===== config.mk =====
export PLATFORM = sky130hd
export DESIGN_NAME = meter_credit_ctrl_flat
export DESIGN_NICKNAME = d
export VERILOG_FILES = /design/src/rtl/meter_credit_ctrl_pkg.sv /design/src/rtl/meter_credit_ctrl_if.sv /design/src/rtl/meter_credit_ctrl_sec_prescaler.sv /design/src/rtl/meter_credit_ctrl.sv /design/src/flat_wrapper.sv
export SDC_FILE = /design/constraint.sdc
export NUM_CORES = 1
export LEC_CHECK = 0
export BUFFER_PORTS_ARGS = -buffer_cell sky130_fd_sc_hd__buf_2
export CAP_MARGIN = 5
export CORE_ASPECT_RATIO = 0.7
export CORE_MARGIN = 2
export CORE_UTILIZATION = 54
export CTS_CLUSTER_DIAMETER = 80
export CTS_CLUSTER_SIZE = 28
export DETAILED_ROUTE_END_ITERATION = 12
export HOLD_SLACK_MARGIN = 0.08
export PLACE_DENSITY = 0.79
export SYNTH_ARGS = -nofsm -noshare
export SYNTH_HDL_FRONTEND = slang
export SYNTH_SLANG_ARGS = --single-unit
export TNS_END_PERCENT = 5

===== constraint.sdc =====
create_clock -name clk -period 4.2 [get_ports clk]
set_input_delay 0 -clock clk [delete_from_list [all_inputs] [get_ports clk]]
set_output_delay 0 -clock clk [all_outputs]
set_load 0.1 [all_outputs]

===== src/rtl/meter_credit_ctrl_pkg.sv =====
// Shared constants, state encoding and saturating-add helper for the
// parking-meter credit controller.
package meter_pkg;

    localparam int          COUNT_W   = 14;
    localparam logic [13:0] ADD10     = 14'd10;
    localparam logic [13:0] ADD180    = 14'd180;
    localparam logic [13:0] ADD200    = 14'd200;
    localparam logic [13:0] ADD550    = 14'd550;
    localparam logic [13:0] LOAD15    = 14'd15;
    localparam logic [13:0] LOAD185   = 14'd185;
    localparam logic [13:0] MAX_COUNT = 14'd9999;

    typedef enum logic [1:0] {
        EXPIRED = 2'd0,
        LOW     = 2'd1,
        NORMAL  = 2'd2
    } meter_state_e;

    // Add in 15 bits so the sum can never wrap, then clamp to the ceiling.
    function automatic logic [13:0] sat_add(input logic [13:0] base, input logic [14:0] amt);
        logic [14:0] sum;
        sum = {1'b0, base} + amt;
        return (sum > {1'b0, MAX_COUNT}) ? MAX_COUNT : sum[13:0];
    endfunction

endpackage


===== src/rtl/meter_credit_ctrl_if.sv =====
// Button requests in, credit/display status out.
interface meter_credit_ctrl_if;
    import meter_pkg::*;

    logic         add10;
    logic         add180;
    logic         add200;
    logic         add550;
    logic         rst15;
    logic         rst185;
    logic [13:0]  BCOUNT;
    logic         blank;
    meter_state_e state;

    modport master (
        output add10, add180, add200, add550, rst15, rst185,
        input  BCOUNT, blank, state
    );

    modport slave (
        input  add10, add180, add200, add550, rst15, rst185,
        output BCOUNT, blank, state
    );

endinterface


===== src/rtl/meter_credit_ctrl_sec_prescaler.sv =====
// One-second prescaler: counts 0..TICK_DIV-1, pulses tick on the wrap cycle,
// flags the first half of the second and keeps a per-second parity bit.
module sec_prescaler #(
    parameter int TICK_DIV = 100000000
) (
    input  logic clk,
    input  logic reset,
    input  logic clear,
    output logic tick,
    output logic half_low,
    output logic sec_par
);

    localparam int W = (TICK_DIV > 1) ? $clog2(TICK_DIV) : 1;

    logic [W-1:0] cnt_q, cnt_d;
    logic         sec_par_q, sec_par_d;

    assign tick     = (cnt_q == W'(TICK_DIV - 1));
    assign half_low = (cnt_q < W'(TICK_DIV / 2));
    assign sec_par  = sec_par_q;

    // Next count: a clear (credit load) restarts the second without toggling parity.
    always_comb begin
        cnt_d     = cnt_q + W'(1);
        sec_par_d = sec_par_q;
        if (clear) begin
            cnt_d = '0;
        end else if (tick) begin
            cnt_d     = '0;
            sec_par_d = ~sec_par_q;
        end
    end

    // Prescaler registers with synchronous reset.
    always_ff @(posedge clk) begin
        if (reset) begin
            cnt_q     <= '0;
            sec_par_q <= 1'b0;
        end else begin
            cnt_q     <= cnt_d;
            sec_par_q <= sec_par_d;
        end
    end

endmodule


===== src/rtl/meter_credit_ctrl.sv =====
// Parking-meter credit controller: sole owner of the seconds count.
// Optional macro METER_ADD_SUM_EN: simultaneous add presses are summed
// instead of largest-wins.
//
//   state   | meaning
//   EXPIRED | count == 0, digits blink at 1 Hz, 50% duty
//   LOW     | 0 < count < LOW_THRESH, digits on 1 s / off 1 s
//   NORMAL  | count >= LOW_THRESH, digits steady on
module meter_credit_ctrl
    import meter_pkg::*;
#(
    parameter int TICK_DIV   = 100000000,
    parameter int LOW_THRESH = 200
) (
    input  logic                 clk,
    input  logic                 reset,
    meter_credit_ctrl_if.slave   bus
);

    logic [5:0]   btn, btn_prev_q, btn_prev_d, req;
    logic [13:0]  count_q, count_d, base;
    logic [14:0]  amt;
    logic         load;
    logic         tick, half_low, sec_par;
    meter_state_e state_s;
    logic         blank_s;

    // Bit order: rst185, rst15, add550, add200, add180, add10.
    assign btn        = {bus.rst185, bus.rst15, bus.add550, bus.add200, bus.add180, bus.add10};
    assign btn_prev_d = btn;
    assign req        = btn & ~btn_prev_q;

    sec_prescaler #(.TICK_DIV(TICK_DIV)) u_presc (
        .clk      (clk),
        .reset    (reset),
        .clear    (load),
        .tick     (tick),
        .half_low (half_low),
        .sec_par  (sec_par)
    );

    // Next credit: loads win outright, otherwise decrement-then-add with saturation.
    always_comb begin
        amt     = '0;
        load    = 1'b0;
        count_d = count_q;
`ifdef METER_ADD_SUM_EN
        if (req[0]) amt = amt + 15'(ADD10);
        if (req[1]) amt = amt + 15'(ADD180);
        if (req[2]) amt = amt + 15'(ADD200);
        if (req[3]) amt = amt + 15'(ADD550);
`else
        if (req[3])      amt = 15'(ADD550);
        else if (req[2]) amt = 15'(ADD200);
        else if (req[1]) amt = 15'(ADD180);
        else if (req[0]) amt = 15'(ADD10);
`endif
        base = (tick && count_q != 14'd0) ? count_q - 14'd1 : count_q;
        if (req[5]) begin
            count_d = LOAD185;
            load    = 1'b1;
        end else if (req[4]) begin
            count_d = LOAD15;
            load    = 1'b1;
        end else begin
            count_d = sat_add(base, amt);
        end
    end

    // Credit and button-history registers.
    always_ff @(posedge clk) begin
        if (reset) begin
            count_q    <= '0;
            btn_prev_q <= '0;
        end else begin
            count_q    <= count_d;
            btn_prev_q <= btn_prev_d;
        end
    end

    // Display state and blanking decoded from the registered count.
    always_comb begin
        state_s = NORMAL;
        blank_s = 1'b0;
        if (count_q == 14'd0) begin
            state_s = EXPIRED;
            blank_s = half_low;
        end else if (count_q < 14'(LOW_THRESH)) begin
            state_s = LOW;
            blank_s = sec_par;
        end
    end

    assign bus.BCOUNT = count_q;
    assign bus.state  = state_s;
    assign bus.blank  = blank_s;

endmodule


===== src/flat_wrapper.sv =====
// flat-port wrapper written by rule: the top's interface ports become plain ports
module meter_credit_ctrl_flat import meter_pkg::*;
#(
    parameter int TICK_DIV   = 100000000,
    parameter int LOW_THRESH = 200
)
  (clk, reset, bus_add10, bus_add180, bus_add200, bus_add550, bus_rst15, bus_rst185, bus_BCOUNT, bus_blank, bus_state);
  meter_credit_ctrl_if bus_i ();
  input  logic clk;
  input  logic reset;
  input wire logic [$bits(bus_i.add10)-1:0] bus_add10;
  input wire logic [$bits(bus_i.add180)-1:0] bus_add180;
  input wire logic [$bits(bus_i.add200)-1:0] bus_add200;
  input wire logic [$bits(bus_i.add550)-1:0] bus_add550;
  input wire logic [$bits(bus_i.rst15)-1:0] bus_rst15;
  input wire logic [$bits(bus_i.rst185)-1:0] bus_rst185;
  output wire logic [$bits(bus_i.BCOUNT)-1:0] bus_BCOUNT;
  output wire logic [$bits(bus_i.blank)-1:0] bus_blank;
  output wire logic [$bits(bus_i.state)-1:0] bus_state;
  assign bus_i.add10 = bus_add10;
  assign bus_i.add180 = bus_add180;
  assign bus_i.add200 = bus_add200;
  assign bus_i.add550 = bus_add550;
  assign bus_i.rst15 = bus_rst15;
  assign bus_i.rst185 = bus_rst185;
  assign bus_BCOUNT = bus_i.BCOUNT;
  assign bus_blank = bus_i.blank;
  assign bus_state = bus_i.state;
  meter_credit_ctrl #(.TICK_DIV(TICK_DIV), .LOW_THRESH(LOW_THRESH)) u_core (.clk(clk), .reset(reset), .bus(bus_i));
endmodule

== Word level (Yosys, flattened, before mapping) ==
Cells that the tools add are included.
Storage, ports and cells
  register bits: 48
  bits of input ports: 8
Cells by class
  bitwise logic cells: 4
  $add $sub $neg: 3
  $lt $le $gt $ge: 3
  reductions and logical operators: 8
  eq/ne operators: 1
  mux-type cells: 14
Operator list (number)
  15-bit two-way mux: 3
  14-bit two-way mux: 2
  27-bit by 1-bit adder with 27-bit output, second input constant: 1
  27-bit equality test, second input constant: 1
  27-bit by 26-bit < comparator with 1-bit output, second input constant: 1
  8-bit two-way mux: 2
  14-bit by 15-bit adder with 15-bit output: 1
  15-bit by 14-bit greater-than comparator with 1-bit output, second input constant: 1
  14-bit logical NOT: 1
  14-bit by 8-bit < comparator with 1-bit output, second input constant: 1
  14-bit nonzero test: 1
  14-bit by 1-bit subtractor with 14-bit output, second input constant: 1
  6-bit bitwise AND: 1
  6-bit NOT: 1
  3-bit OR reduction: 2
  1-bit two-way mux: 4
  2-bit two-way mux: 2
  4-bit two-way mux: 1
  4-bit OR reduction: 1
  1-bit NOT: 2
  2-bit AND reduction: 1
  2-bit OR reduction: 1
  1-bit logical AND: 1

== Logic depth before layout (Yosys ltp) ==
Gate-level depths: netlist of the first run.
  depth in word-level cells: 11
  mapped depth: 19
  mapped depth without buffers: 19

== Hierarchy ==
From an unflattened synthesis of the first run, not the netlist that was laid out.
Second synthesis, totals
  cell total of the unflattened synthesis: 339
  area total of the unflattened synthesis: 2885.3 sq um
Modules (own cells, without submodules)
  meter_credit_ctrl: times used 1, cells each 179, seq. area each 400.4 sq um, area each 1491.4 sq um
  sec_prescaler: times used 1, cells each 160, seq. area each 560.5 sq um, area each 1393.8 sq um

== Worst setup path after synthesis of the first run ==
OpenSTA, ideal clock, no wires.
  path type: reg2out
  start point: reg u_core.count_q[5], in the netlist u_core.bus.BCOUNT[5]
  end point: out bus_blank
  path slack: -1.402 ns
  buffers on the path: 0
  arrival: 5.602 ns
  cell stages (with the launch flop): 5
  path through: dfxtp_1 > nor3_1 > o21ai_0 > nor2_1 > a32o_1
Between the ends
  longest elaborated chain between the ends: 3
  elaborated cells between the ends (all ways): 4
  classes of those cells: order compare: 1; mux: 2; reduce/logical: 1
RTL lines
  start, declared: RTL line meter_credit_ctrl.sv:21  | logic [13:0] count_q, count_d, base;
  start signal, assigned: RTL line meter_credit_ctrl.sv:76  | count_q <= count_d;
  14-bit by 8-bit < comparator with 1-bit output: RTL line meter_credit_ctrl.sv:88  | end else if (count_q < 14'(LOW_THRESH)) begin
  1-bit two-way mux: RTL line meter_credit_ctrl.sv:88
  1-bit two-way mux *: RTL line meter_credit_ctrl.sv:85  | if (count_q == 14'd0) begin
  end, declared: RTL line flat_wrapper.sv:18  | output wire logic [$bits(bus_i.blank)-1:0] bus_blank;
Mark *: on every way between the ends. The rest lies on a longest branch, timed or not.

== Final worst setup path of the first run ==
  start point: reg u_core.u_presc.cnt_q[10]
  end point: reg u_core.count_q[1], in the netlist u_core.bus.BCOUNT[1]
Between the ends
  longest elaborated chain between the ends: 7
RTL lines
  start, declared: RTL line meter_credit_ctrl_sec_prescaler.sv:16  | logic [W-1:0] cnt_q, cnt_d;
  start signal, assigned: RTL line meter_credit_ctrl_sec_prescaler.sv:41  | cnt_q <= cnt_d;
  27-bit equality test *: RTL line meter_credit_ctrl_sec_prescaler.sv:19  | assign tick = (cnt_q == W'(TICK_DIV - 1));
  1-bit logical AND *: RTL line meter_credit_ctrl.sv:58  | base = (tick && count_q != 14'd0) ? count_q - 14'd1 : count_q;
  14-bit two-way mux *: RTL line meter_credit_ctrl.sv:58
  14-bit by 15-bit adder with 15-bit output *: RTL line meter_credit_ctrl_pkg.sv:23  | sum = {1'b0, base} + amt;
  15-bit by 14-bit greater-than comparator with 1-bit output: RTL line meter_credit_ctrl_pkg.sv:24  | return (sum > {1'b0, MAX_COUNT}) ? MAX_COUNT : sum[13:0];
  14-bit two-way mux *: RTL line meter_credit_ctrl_pkg.sv:24
  8-bit two-way mux *: RTL line meter_credit_ctrl.sv:62  | end else if (req[4]) begin
Marked as above.
A chain may end at the register's enable or synchronous reset.

==> impl_results.md, run 1 <==
* Run status: finished, final reports clean
* Register bit count reported by yosys at 48
* Final Net Count at 428
* I/O pin cnt at 25
* Slew Viols, Final at 0
* Core Footprint at 4887 um^2
* Hold Startpoint: u_core.u_presc.cnt_q[0]$_SDFF_PP0_
* Worst IR Drop VDD at 0.0002686 V
* Total congestion overflow at 0
* Number of global-route vias before repair at 2518
* Number of antenna diodes at 0
* Total Wirelength at 7703 um
* Fraction of post-synthesis cell area in the top cell type by area at 34.47%
* R2R Path Start: u_core.u_presc.cnt_q[10]$_SDFF_PP0_
* DRT antenna net count at 0
* Leakage at 1.459 nW
* Total Power at 1.128 mW
* End of the worst hold path: u_core.u_presc.cnt_q[0]$_SDFF_PP0_
* Minimum clock period after layout at 4185 ps
* Placer's final routability congestion estimate at 0.9643
* Combined area of all synthesized cells at 2788 um^2
* Async set-reset flop share out of synthesis at 0%
* Worst reg2reg path endpoint: u_core.bus.BCOUNT[1]$_SDFF_PP0_
* Largest net degree at the start of global routing at 27
* Tightest Hold Check Type: flop to flop
* Arr. time, crit path at 4360 ps
* Clock buffer count from CTS at 5
* Synthesized instance count at 333
* DRC at 0
* Period utilization at 99.64%
* Transition time of the tightest slew-check pin at 1025 ps
* Yosys synthesis warning count at 0
* Post-synth top flop: dfxtp_1
* GRT Overall Usage at 25.33%
* Std-Cell Rows at 21
* Ratio of cells with drive above 1 in the final layout at 30.24%
* Number of hold-slack violations in the final timing report at 0
* Path depth of the worst reg2reg path at 17
* Cell type with the largest total area after synthesis: dfxtp_1
* Worst Path Max Fanout at 6
* Number of enable flip-flop cells after synthesis at 0
* Total negative slack for setup checks at 0 ps
* Clk buf depth at 2
* Clock sink count at 48
* Later-pin clock latency in the skew report at 300 ps
* Commonest non-fill, non-tap cell in the layout: nor2_1
* Initial Util at 57.04%
* Initial antenna violation count at 0
* Commonest cells after routing, fill and taps aside: 45 x nor2_1, 39 x buf_4, 30 x dfxtp_1, 25 x xor2_1, 24 x buf_2
* Routed length per instance at 16.08 um
* First-pass iteration count of the detailed router at 5
* Worst setup slack after layout at 14.93 ps
* Worst Setup Slack post-DPL at -99.34 ps
* Critical Path End Type: flop
* Wire length of the first global-routing pass at 11770 um
* Mean number of vias per cell at 5.737
* Mapped Nets at 352
* Clock skew after layout at 5.434 ps
* Share of the yosys chip area belonging to registers at 34.47%
* Half-perimeter wire length after detailed placement at 5207 um
* Vias after detailed routing at 2748
* Root buffer selected by CTS: clkbuf_8
* Power density normalized to cell area at 305.2 nW/um^2
* Port-buffer cells at 24
* Max-capacitance violation count at 0
* Count of different cell masters after synthesis at 49
* Area delta synth->final at 32.54%
* Relative max-transition margin at 31.63%
* Setup repair after global routing missed its margin: true
* Slack of the worst reg-to-reg path at 10 ps
* Post-route insts no fill at 479
* Depth of the CTS H-tree at 2
* Die X-Extent at 89.88 um
* Number of design-rule violations left by the first detailed-router iteration at 192
* Achievable clock frequency at 238.9 MHz
* Final setup fails at 0
* Clock tree from TritonCTS: built
* Type of the setup path with the least slack: flop to flop
* Final Instance Area at 3695 um^2
* Cells on Worst Hold Path at 1
* Post-Synthesis Mean Instance Area at 8.371 um^2
* Overall die area at 5762 um^2
* Crit path launch type: flop
* Worst EP required at 4380 ps
* Clock slew at reported path FFs at 90 ps
* Placed cell count at 452
* Die outline height at 64.12 um
* Total cell area at the placement stage at 3243 um^2
* Largest cells by area after synthesis: dfxtp_1 34%, xor2_1 7.9%, nor2_1 6.3%
## registers in the layout (all words and copies together) (netlist names)
| name | count |
|---|---|
| u_core.u_presc.sec_par | 1 |
| u_core.u_presc.cnt_q | 27 |
| u_core.bus.BCOUNT | 14 |
| u_core.btn_prev_q | 6 |
## metrics by stage
step / hold WS, ps / utilization [%]
after floorplan: 128.2 / -
after global placement: 222.3 / 66.36
after detailed placement: 227.7 / 66.36
after CTS: 498.6 / 71.40
after global routing: 482.3 / 75.60
final: 460.7 / 75.60
## critical path, cell delays in order, from the launching register on
cell	delay (ps)
dfxtp_2	340
nor4_4	290
nand4_1	200
or3_4	450
nor2_4	120
nand2_1	90
xnor2_2	160
fa_2	380
a211oi_2	320
o21ai_2	150
a21oi_4	240
a211oi_2	80
nor3_2	330
nor3_1	110
mux2i_1	280
buf_4	200
a21oi_4	60
o31a_1	270
## layer usage
layer  vias up  share of wire (%)  track usage, %  wire length, um
met5         -                  0               0                0
met4         0               0.92           5.000               71
met3        12                5.5           4.481              421
met2        94                 46           41.86             3531
met1      1307                 48           35.24             3679
li1       1335                  -               -                -
## kinds of logic (layout without fill, tap and decap cells)
family | Yosys count | in the layout | share of synthesized area [%]
muxes | 2 | 2 | 0.7182
adders and majority gates | 11 | 11 | 5.206
xor gates and xnor gates | 41 | 41 | 12.88
and+or+nand+nor | 162 | 162 | 31.42
buffers and inverters | 15 | 92 | 2.289
AOI/OAI and AO/OA | 54 | 54 | 13.02
DFF | 48 | 48 | 34.47
## area by class of cell
class	count	area, um^2
inverter	9	33.78
timing repair buffer	75	533.0
tap	69	86.33
clock inverter	1	7.507
clock buffer	7	86.33
fill	367	1192
multi-input combinational	270	1959
sequential	48	988.4
## timing repair
action,in CTS,in global routing
hold endpoints to repair,10,0
pin swaps,0,14
buffers inserted,0,7
hold buffers,12,0
endpoints found under the setup margin,12,14
gates resized for setup,7,32
## report_power, final
group          internal [mW]  total, mW  leakage (nW)  switching [mW]
registers              0.471      0.492         0.398          0.0206
clock network          0.134      0.284        0.0445           0.150
logic                  0.116      0.351          1.02           0.235
total                  0.722       1.13          1.46           0.406
## how the worst max path moves through the flow
stage | startpoint | to | cells after the start
6_report | u_core.u_presc.cnt_q[10]$_SDFF_PP0_ | u_core.bus.BCOUNT[1]$_SDFF_PP0_ | 17
5_1_grt | u_core.u_presc.cnt_q[10]$_SDFF_PP0_ | u_core.bus.BCOUNT[1]$_SDFF_PP0_ | 17
4_1_cts | u_core.u_presc.cnt_q[10]$_SDFF_PP0_ | u_core.bus.BCOUNT[1]$_SDFF_PP0_ | 18
3_5_place_dp | u_core.bus.BCOUNT[10]$_SDFF_PP0_ | u_core.bus.BCOUNT[2]$_SDFF_PP0_ | 17
3_3_place_gp | u_core.u_presc.cnt_q[10]$_SDFF_PP0_ | u_core.bus.BCOUNT[1]$_SDFF_PP0_ | 16
2_1_floorplan | u_core.bus.BCOUNT[6]$_SDFF_PP0_ | u_core.bus.BCOUNT[2]$_SDFF_PP0_ | 16
## synthesized netlist by cell type, types with 2 or more instances
| master | n |
|---|---|
| inv_1 | 9 |
| nor4b_1 | 2 |
| nor3b_1 | 3 |
| o21a_1 | 2 |
| o21ai_0 | 13 |
| ha_1 | 10 |
| a21oi_1 | 13 |
| and4_1 | 4 |
| a211oi_1 | 5 |
| nor2_1 | 47 |
| o21bai_1 | 2 |
| o31ai_1 | 2 |
| clkbuf_1 | 5 |
| nand2_1 | 22 |
| nand2b_1 | 13 |
| or4_1 | 3 |
| nand4_1 | 7 |
| o31a_1 | 3 |
| nand3_1 | 10 |
| or3_1 | 7 |
| dfxtp_1 | 48 |
| and4b_1 | 2 |
| and3_1 | 2 |
| xor2_1 | 25 |
| xnor2_1 | 16 |
| and2_1 | 5 |
| a31oi_1 | 2 |
| a22o_1 | 2 |
| nor3_1 | 10 |
| mux2i_1 | 2 |
| nand4b_1 | 2 |
| nor4_1 | 8 |
| nor2b_1 | 11 |
No activity file was read; power rests on OpenSTA's default activity.
==> run 2, diff against run 1 <==
Settings changed: SYNTH_HIERARCHICAL set to 1.
==> run 2 against run 1 <==
The run now ends with negative setup slack left; sequential share of layout area shrank 3.0 points; global-route usage is 3.4 points higher; clock-buffer cell count down 2; clock power increased by 44%; cell area up 13%; setup slack got worse by 410 ps; sequential power decreased by 1%; worst hold slack gained 93 ps; combinational power is 12% higher; routed wire length increased by 21%; largest cell class unchanged; largest power group unchanged.
==> impl_results.md, run 2 <==
* Yosys synthesis warning count at 6 (+6)
* DRC at 0 (unchanged)
* Tightest Hold Check Type: flop to flop
* Slack of the worst reg-to-reg path at -390 ps (-410 ps)
* Minimum clock period after layout at 4593 ps (+407.9 ps)
* Synthesized instance count at 339 (+1.8%)
* Depth of the CTS H-tree at 2 (unchanged)
* Fraction of post-synthesis cell area in the top cell type by area at 33.30% (-1.2 points)
* Number of hold-slack violations in the final timing report at 0 (unchanged)
* GRT Overall Usage at 28.73% (+3.4 points)
* Half-perimeter wire length after detailed placement at 5856 um (+12%)
* Achievable clock frequency at 217.7 MHz (-8.9%)
* Die outline height at 65.16 um (+1.6%)
* Worst Path Max Fanout at 5 (-1)
* Share of the yosys chip area belonging to registers at 33.30% (-1.2 points)
* Area delta synth->final at 44.58%
* Mapped Nets at 359 (+2.0%)
* Setup crit end: u_core/bus.BCOUNT[4]$_SDFF_PP0_
* Arr. time, crit path at 4800 ps (+440 ps)
* Commonest cells after routing, fill and taps aside: 77 x buf_4, 38 x nor2_1, 28 x dfxtp_1, 24 x buf_2, 20 x a21oi_1
* Transition time of the tightest slew-check pin at 957.4 ps (-68.10 ps)
* R2R Path Start: u_core/u_presc/cnt_q[9]$_SDFF_PP0_
* Total congestion overflow at 0 (unchanged)
* Number of enable flip-flop cells after synthesis at 0 (unchanged)
* Run status: finished, violations left
* Commonest non-fill, non-tap cell in the layout: buf_4
* Die X-Extent at 91.37 um (+1.7%)
* Setup repair after global routing missed its margin: true
* Initial antenna violation count at 0 (unchanged)
* Largest cells by area after synthesis: dfxtp_1 33%, xor2_1 5.2%, nor2_1 5.1%
* Later-pin clock latency in the skew report at 310 ps (about the same)
* Worst Setup Slack post-DPL at -360.6 ps (-261.3 ps)
* Path depth of the worst reg2reg path at 16 (-1)
* Placer's final routability congestion estimate at 0.8780 (-8.9%)
* Routed length per instance at 17.69 um (+10%)
* Core Footprint at 5202 um^2 (+6.5%)
* Wire length of the first global-routing pass at 13630 um (+16%)
* Clock sink count at 48 (unchanged)
* Root buffer selected by CTS: clkbuf_8
* Final Net Count at 474 (+11%)
* Worst setup slack after layout at -392.9 ps (-407.9 ps)
* Overall die area at 5953 um^2 (+3.3%)
* Number of global-route vias before repair at 2905 (+15%)
* Type of the setup path with the least slack: flop to flop
* Clock tree from TritonCTS: built
* Cell with the most instances after synthesis: dfxtp_1
* Port-buffer cells at 24 (unchanged)
* Std-Cell Rows at 22 (+4.8%)
* Crit path launch type: flop
* Combined area of all synthesized cells at 2885 um^2 (+3.5%)
* Worst IR Drop VDD at 0.0002957 V (+10%)
* Relative max-transition margin at 35.79% (+4.2 points)
* DRT antenna net count at 0 (unchanged)
* Async set-reset flop share out of synthesis at 0% (unchanged)
* Post-Synthesis Mean Instance Area at 8.511 um^2 (+1.7%)
* Vias after detailed routing at 3207 (+17%)
* Clk buf depth at 2 (unchanged)
* Clock skew after layout at 7.847 ps (+2.412 ps)
* Register bit count reported by yosys at 48 (unchanged)
* Critical Path End Type: flop
* Slew Viols, Final at 0 (unchanged)
* Source of the critical timing path: u_core/u_presc/cnt_q[9]$_SDFF_PP0_
* Cell type with the largest total area after synthesis: dfxtp_1
* Worst reg2reg path endpoint: u_core/bus.BCOUNT[4]$_SDFF_PP0_
* Largest net degree at the start of global routing at 17 (-37%)
* FILL cells at 298 (-19%)
* Max FFs per register at 27 (unchanged)
* Mean number of vias per cell at 6.085 (+6.1%)
* Most used standard cells in the synthesized netlist: 48 x dfxtp_1, 39 x nor2_1, 21 x a21oi_1
* Max-capacitance violation count at 0 (unchanged)
* Register with the most flip-flops: u_core/u_presc/cnt_q
* Clock slew at reported path FFs at 100 ps (about the same)
* Ratio of cells with drive above 1 in the final layout at 40.88% (+11 points)
* Power density normalized to cell area at 308.8 nW/um^2 (+1.2%)
* Final setup fails at 14 (+14)
* Leakage at 1.766 nW (+21%)
* Clock buffer count from CTS at 5 (unchanged)
* Initial Util at 55.46% (-1.6 points)
* Post-synth top flop: dfxtp_1
* Period utilization at 109.4% (+9.7 points)
* Failing checks: negative setup slack
* Count of different cell masters after synthesis at 59 (+20%)
* Worst EP required at 4410 ps (+30 ps)
* Total Power at 1.288 mW (+14%)
* Number of design-rule violations left by the first detailed-router iteration at 308 (+60%)
* Total negative slack for setup checks at -3954 ps (-3954 ps)
* First-pass iteration count of the detailed router at 5 (unchanged)
* Number of antenna diodes at 0 (unchanged)
* Total Wirelength at 9320 um (+21%)
* I/O pin cnt at 25 (unchanged)
run 2: changes by cell type after synthesis, moves of 4 or more:
cell / before / now
a21oi_1: 13 / 21
a31oi_1: 2 / 7
and2_1: 5 / 1
nand2b_1: 13 / 8
nor2_1: 47 / 39
o31ai_1: 2 / 6
or2_2: 0 / 4
or4_1: 3 / 9
xor2_1: 25 / 17
run 2: through the flow:
| step | utilization, % | area, um^2 | hold WS [ps] | cells |
|---|---|---|---|---|
| finish | 80.18 | 4172 | 554.2 | 527 |
| global route | 80.18 | 4172 | 578.3 | 527 |
| CTS | 77.27 | 4020 | 549.7 | 523 |
| detailed placement | 69.60 | 3621 | 235.7 | 495 |
| global placement | 69.60 | 3621 | 229.0 | 495 |
| floorplan | - | 2952 | 128.2 | 339 |
run 2: repair_timing:
action | CTS | global route
gates cloned | 1 | 0
hold buffers | 13 | 0
setup buffers | 6 | 4
endpoints found under the setup margin | 13 | 14
resized for setup | 19 | 24
pin swaps | 11 | 14
endpoints found under the hold margin | 10 | 0
run 2: final cells by class:
| cell class | instances | area, um^2 | share of cell area [%] |
|---|---|---|---|
| multi-input combinational | 273 | 2079 | 49.85 |
| clock buffer | 5 | 68.82 | 1.650 |
| clock inverter | 3 | 68.82 | 1.650 |
| inverter | 12 | 45.04 | 1.080 |
| tap | 72 | 90.09 | 2.160 |
| sequential | 48 | 991.0 | 23.76 |
| timing repair buffer | 114 | 828.3 | 19.86 |
run 2: how the worst min path moves through the flow:
stage,cells after the start,endpoint,from,slack [ps]
4_1_cts,2,u_core/u_presc/cnt_q[0]$_SDFF_PP0_,u_core/u_presc/cnt_q[0]$_SDFF_PP0_,550
5_1_grt,2,u_core/u_presc/cnt_q[0]$_SDFF_PP0_,u_core/u_presc/cnt_q[0]$_SDFF_PP0_,580
2_1_floorplan,1,u_core/btn_prev_q[0]$_SDFF_PP0_,bus_add10,130
3_5_place_dp,2,u_core/btn_prev_q[0]$_SDFF_PP0_,bus_add10,240
3_3_place_gp,2,u_core/btn_prev_q[0]$_SDFF_PP0_,bus_add10,230
6_report,2,u_core/u_presc/cnt_q[0]$_SDFF_PP0_,u_core/u_presc/cnt_q[0]$_SDFF_PP0_,550
run 2: kinds of logic (layout without fill, tap and decap cells):
logic type / count (synthesis) / in the layout / synth area share [%]
and+or+nand+nor: 157 / 157 / 32.00
AOI/OAI and AO/OA: 71 / 72 / 16.35
DFF: 48 / 48 / 33.30
xor gates and xnor gates: 31 / 31 / 9.410
buffers and inverters: 19 / 134 / 3.079
adders and majority gates: 12 / 12 / 5.464
muxes: 1 / 1 / 0.3903
run 2: power breakdown:
group / switching (mW) / total [mW] / internal [mW]
logic: 0.249 / 0.393 / 0.144
clock network: 0.170 / 0.410 / 0.240
registers: 0.0145 / 0.485 / 0.471
total: 0.433 / 1.29 / 0.855
run 2: worst max-delay path, cell delays in order (launching register included):
cell and delay [ps]:
dfxtp_1 350, nor4_4 390, nand3_1 220, nor4_4 260, nand2b_4 80, or4_4 460
nor3_1 270, xor2_1 160, ha_1 460, and3_4 260, buf_4 110, o31a_1 100
o21a_1 130, and3b_1 190, or4_4 530, a31o_4 270, a31o_2 230
run 2: per-layer routing:
metal	part of all wire (%)	GRT usage (%)
met1	43	38.61
met3	7.3	5.505
met4	3.2	9.091
met5	0	0
met2	46	47.22
==> run 3, diff against run 2 <==
Settings changed: ABC_AREA set to 1, CORE_UTILIZATION 54 to 55, PLACE_DENSITY 0.79 to 0.8, REMOVE_ABC_BUFFERS set to 1.
==> run 3 against run 2 <==
The flow now finishes without violations; setup slack improved by 740 ps; synthesized cell count rose by 63%; sequential cell count did not move; clock-buffer cell count rose by 1.
==> impl_results.md, run 3 <==
* Max-capacitance violation count at 0 (unchanged)
* Critical Path Most Common Cell: nand2_1
* I/O pin cnt at 25 (unchanged)
* Total congestion overflow at 0 (unchanged)
* Clock slew at reported path FFs at 90 ps (about the same)
* Synthesized instance count at 552 (+63%)
* Clk buf depth at 2 (unchanged)
* Wire length of the first global-routing pass at 15280 um (+12%)
* Utilization after layout at 63.56% (-17 points)
* Fraction of synthesized cell area in xor and xnor cells at 4.667% (-4.7 points)
* Crit-path max cell delay at 410 ps (-120 ps)
* DRC at 0 (unchanged)
* Share of the yosys chip area belonging to registers at 26.95% (-6.4 points)
* Count of different cell masters after synthesis at 39 (-34%)
* Area share of fa/ha/maj cells after synthesis at 4.421% (-1.0 points)
* Max FFs per register at 27 (unchanged)
* Mux cell area share after synthesis at 0% (-0.39 points)
* Commonest cells after routing, fill and taps aside: 146 x nand2_1, 89 x nor2_1, 71 x inv_1, 48 x dfxtp_1, 32 x nand3_1
* Leakage at 1.707 nW (-3.4%)
* Area share of and/or/nand/nor cells after synthesis at 45.23% (+13 points)
* Clock skew after layout at 10.54 ps (+2.689 ps)
* Area delta synth->final at 11.33%
* Initial Util at 57.09% (+1.6 points)
* Mean number of vias per cell at 5.292 (-13%)
* Root buffer selected by CTS: clkbuf_8
* Path depth of the worst reg2reg path at 25 (+9)
* Initial antenna violation count at 0 (unchanged)
* Worst Setup Slack post-DPL at 350.9 ps (+711.5 ps)
* Number of enable flip-flop cells after synthesis at 0 (unchanged)
* Number of design-rule violations left by the first detailed-router iteration at 260 (-16%)
* Later-pin clock latency in the skew report at 300 ps (about the same)
* Clock sink count at 48 (unchanged)
* Minimum clock period after layout at 3850 ps (-743.3 ps)
* Vias after detailed routing at 3551 (+11%)
* Layer with the highest usage after global routing: met1
* Run status: finished, final reports clean
* Type of the setup path with the least slack: flop to flop
* GRT Overall Usage at 26.83% (-1.9 points)
* CP top delay family: simple AND/OR/NAND/NOR gates
* Worst IR Drop VDD at 0.0001545 V (-48%)
* Critical Path End Type: flop
* Most used standard cells in the synthesized netlist: 146 x nand2_1, 90 x nor2_1, 71 x inv_1
* Total Wirelength at 9100 um (-2.4%)
* Post-Synthesis Mean Instance Area at 6.460 um^2 (-24%)
* Routed length per instance at 13.56 um (-23%)
* Overall die area at 7154 um^2 (+20%)
* Clock tree from TritonCTS: built
* R2R Path Start: u_core/u_presc/cnt_q[0]$_SDFF_PP0_
* Register bit count reported by yosys at 48 (unchanged)
* Post-synth top flop: dfxtp_1
* GRT met2 Usage at 37.66% (-9.6 points)
* Clock buffer count from CTS at 5 (unchanged)
* Power density normalized to cell area at 277.5 nW/um^2 (-10%)
* Number of global-route vias before repair at 3169 (+9.1%)
* Worst EP required at 4430 ps (+20 ps)
* Post-route insts no fill at 671 (+27%)
* Post-CTS setup-driven buffer insertion count at 0 (-6)
* Depth of the CTS H-tree at 2 (unchanged)
* Relative max-transition margin at 46.66% (+11 points)
* Met3 Resource Use GR at 5.756% (+0.25 points)
* Largest net degree at the start of global routing at 28 (+11)
* Combined area of all synthesized cells at 3566 um^2 (+24%)
* Register with the most flip-flops: u_core/u_presc/cnt_q
* Cell type with the largest total area after synthesis: dfxtp_1
* Commonest non-fill, non-tap cell in the layout: nand2_1
* Largest cells by area after synthesis: dfxtp_1 27%, nand2_1 15%, nor2_1 9.5%
* Fraction of the mapped netlist area in compound gates at 8.982% (-7.4 points)
* Worst setup slack after layout at 350.4 ps (+743.3 ps)
* Crit path launch type: flop
* Std-Cell Rows at 24 (+9.1%)
* Tightest Hold Check Type: flop to flop
* Worst reg2reg path endpoint: u_core/bus.BCOUNT[12]$_SDFF_PP0_
* Core Footprint at 6246 um^2 (+20%)
* Number of hold-slack violations in the final timing report at 0 (unchanged)
* Yosys synthesis warning count at 6 (unchanged)
* Largest family of logic cells by synthesized area: simple AND/OR/NAND/NOR gates
* Fraction of post-synthesis cell area in the top cell type by area at 26.95% (-6.4 points)
* Period utilization at 91.66% (-18 points)
* Final setup fails at 0 (-14)
* Final Net Count at 613 (+29%)
* Slew Viols, Final at 0 (unchanged)
* First-pass iteration count of the detailed router at 5 (unchanged)
* Half-perimeter wire length after detailed placement at 7140 um (+22%)
* Cells on Worst Hold Path at 1 (-1)
* DRT antenna net count at 0 (unchanged)
* Number of antenna diodes at 0 (unchanged)
* Cell with the most instances after synthesis: nand2_1
* Total negative slack for setup checks at 0 ps (+3954 ps)
* Placer's final routability congestion estimate at 1.029 (+17%)
* Hold Startpoint: u_core/u_presc/cnt_q[0]$_SDFF_PP0_
* Achievable clock frequency at 259.8 MHz (+19%)
* Die X-Extent at 100.2 um (+9.7%)
* Worst Path Max Fanout at 11 (+6)
* Ratio of cells with drive above 1 in the final layout at 18.72% (-22 points)
* Minimum hold slack at 487.1 ps (-67.15 ps)
* End of the worst hold path: u_core/u_presc/cnt_q[0]$_SDFF_PP0_
* Placed cell count at 651 (+32%)
* Count of buffer and inverter cells on the critical path at 2 (+1)
* Slack of the worst reg-to-reg path at 350 ps (+740 ps)
* Arr. time, crit path at 4080 ps (-720 ps)
* Port-buffer cells at 24 (unchanged)
* Transition time of the tightest slew-check pin at 791.8 ps (-165.6 ps)
* Die outline height at 71.37 um (+9.5%)
* Async set-reset flop share out of synthesis at 0% (unchanged)
* Cell with the largest stage delay on the worst path: dfxtp_1
* Met1 usage in global routing at 43.03% (+4.4 points)
==> run 3: changes by cell type in the layout (fill, tap and decap cells not counted), sizes merged, moves of 7 or more <==
cell	delta
nor4	-10
nor2b	-8
nand3	+30
nand2	+148
or4	-10
inv	+63
nand2b	-8
or3	-11
nor2	+76
buf	-75
xnor2	-7
a21oi	+11
==> run 3: per-layer routing <==
metal / part of all wire, % / vias to the layer above
met5: 0 / -
met4: 0.23 / 0
met3: 9.0 / 2
met2: 40 / 144
met1: 50 / 1600
li1: - / 1805
==> run 3: power by group <==
| group | total, mW | switching, mW | internal (mW) |
|---|---|---|---|
| Combinational | 0.322 | 0.236 | 0.0860 |
| Clock | 0.293 | 0.161 | 0.132 |
| Sequential | 0.487 | 0.0188 | 0.468 |
| Total | 1.10 | 0.416 | 0.686 |
==> run 3: worst max-delay path by stage <==
| stage | startpoint | end | slack, ps | cells after the start |
|---|---|---|---|---|
| detailed placement | u_core/u_presc/cnt_q[0]$_SDFF_PP0_ | u_core/bus.BCOUNT[12]$_SDFF_PP0_ | 350 | 27 |
| global route | u_core/u_presc/cnt_q[0]$_SDFF_PP0_ | u_core/bus.BCOUNT[12]$_SDFF_PP0_ | -0.5 | 25 |
| floorplan | u_core/bus.BCOUNT[7]$_SDFF_PP0_ | bus_blank | -1620 | 4 |
| CTS | u_core/u_presc/cnt_q[0]$_SDFF_PP0_ | u_core/bus.BCOUNT[12]$_SDFF_PP0_ | 290 | 27 |
| global placement | u_core/u_presc/cnt_q[0]$_SDFF_PP0_ | u_core/bus.BCOUNT[11]$_SDFF_PP0_ | 410 | 28 |
| finish | u_core/u_presc/cnt_q[0]$_SDFF_PP0_ | u_core/bus.BCOUNT[12]$_SDFF_PP0_ | 350 | 25 |
==> run 3: logic make-up (layout without fill, tap and decap cells) <==
logic type / count (synthesis) / after routing
xor gates and xnor gates: 19 / 19
buffers and inverters: 81 / 122
adders and majority gates: 12 / 12
AOI/OAI and AO/OA: 49 / 49
DFF: 48 / 48
and+or+nand+nor: 343 / 343
==> run 3: timing repair <==
item                                    in CTS  in global routing
resized for setup                            0                  3
hold endpoints to repair                    11                  0
endpoints found under the setup margin       0                 13
hold buffers                                13                  0
==> run 3: area by class of cell <==
type	count	area (um^2)
clock buffers	6	82.58
repair buffers	39	265.3
flip-flops and latches	48	960.9
clock inverters	1	8.758
well taps	78	97.59
inverters	76	287.8
fillers	559	2276
multi-input cells	423	2267
==> run 3: metrics by stage <==
step | area [um^2] | power (mW)
floorplan | 3506 | 0.7446
global placement | 3739 | 0.8031
detailed placement | 3739 | 0.8046
CTS | 3960 | 1.107
global route | 3970 | 1.165
finish | 3970 | 1.102
==> run 3: worst register-to-register path, stage by stage (launching register included) <==
cell and delay [ps]:
dfxtp_1 410, ha_2 250, nand3_4 120, inv_2 70, nand2_2 80, nor2_2 160, nand2_2 90, inv_1 110
nand2_4 100, nor2_2 220, nand2_1 100, xor2_1 290, ha_1 340, a21oi_1 220, nand3_1 100, nand2_1 80
nand2_1 80, nand3_2 110, o21ai_1 80, nand3_1 100, nand2_1 70, nor2_1 110, nand2_1 100, nand2_4 150
nand2_1 110, a21oi_1 130
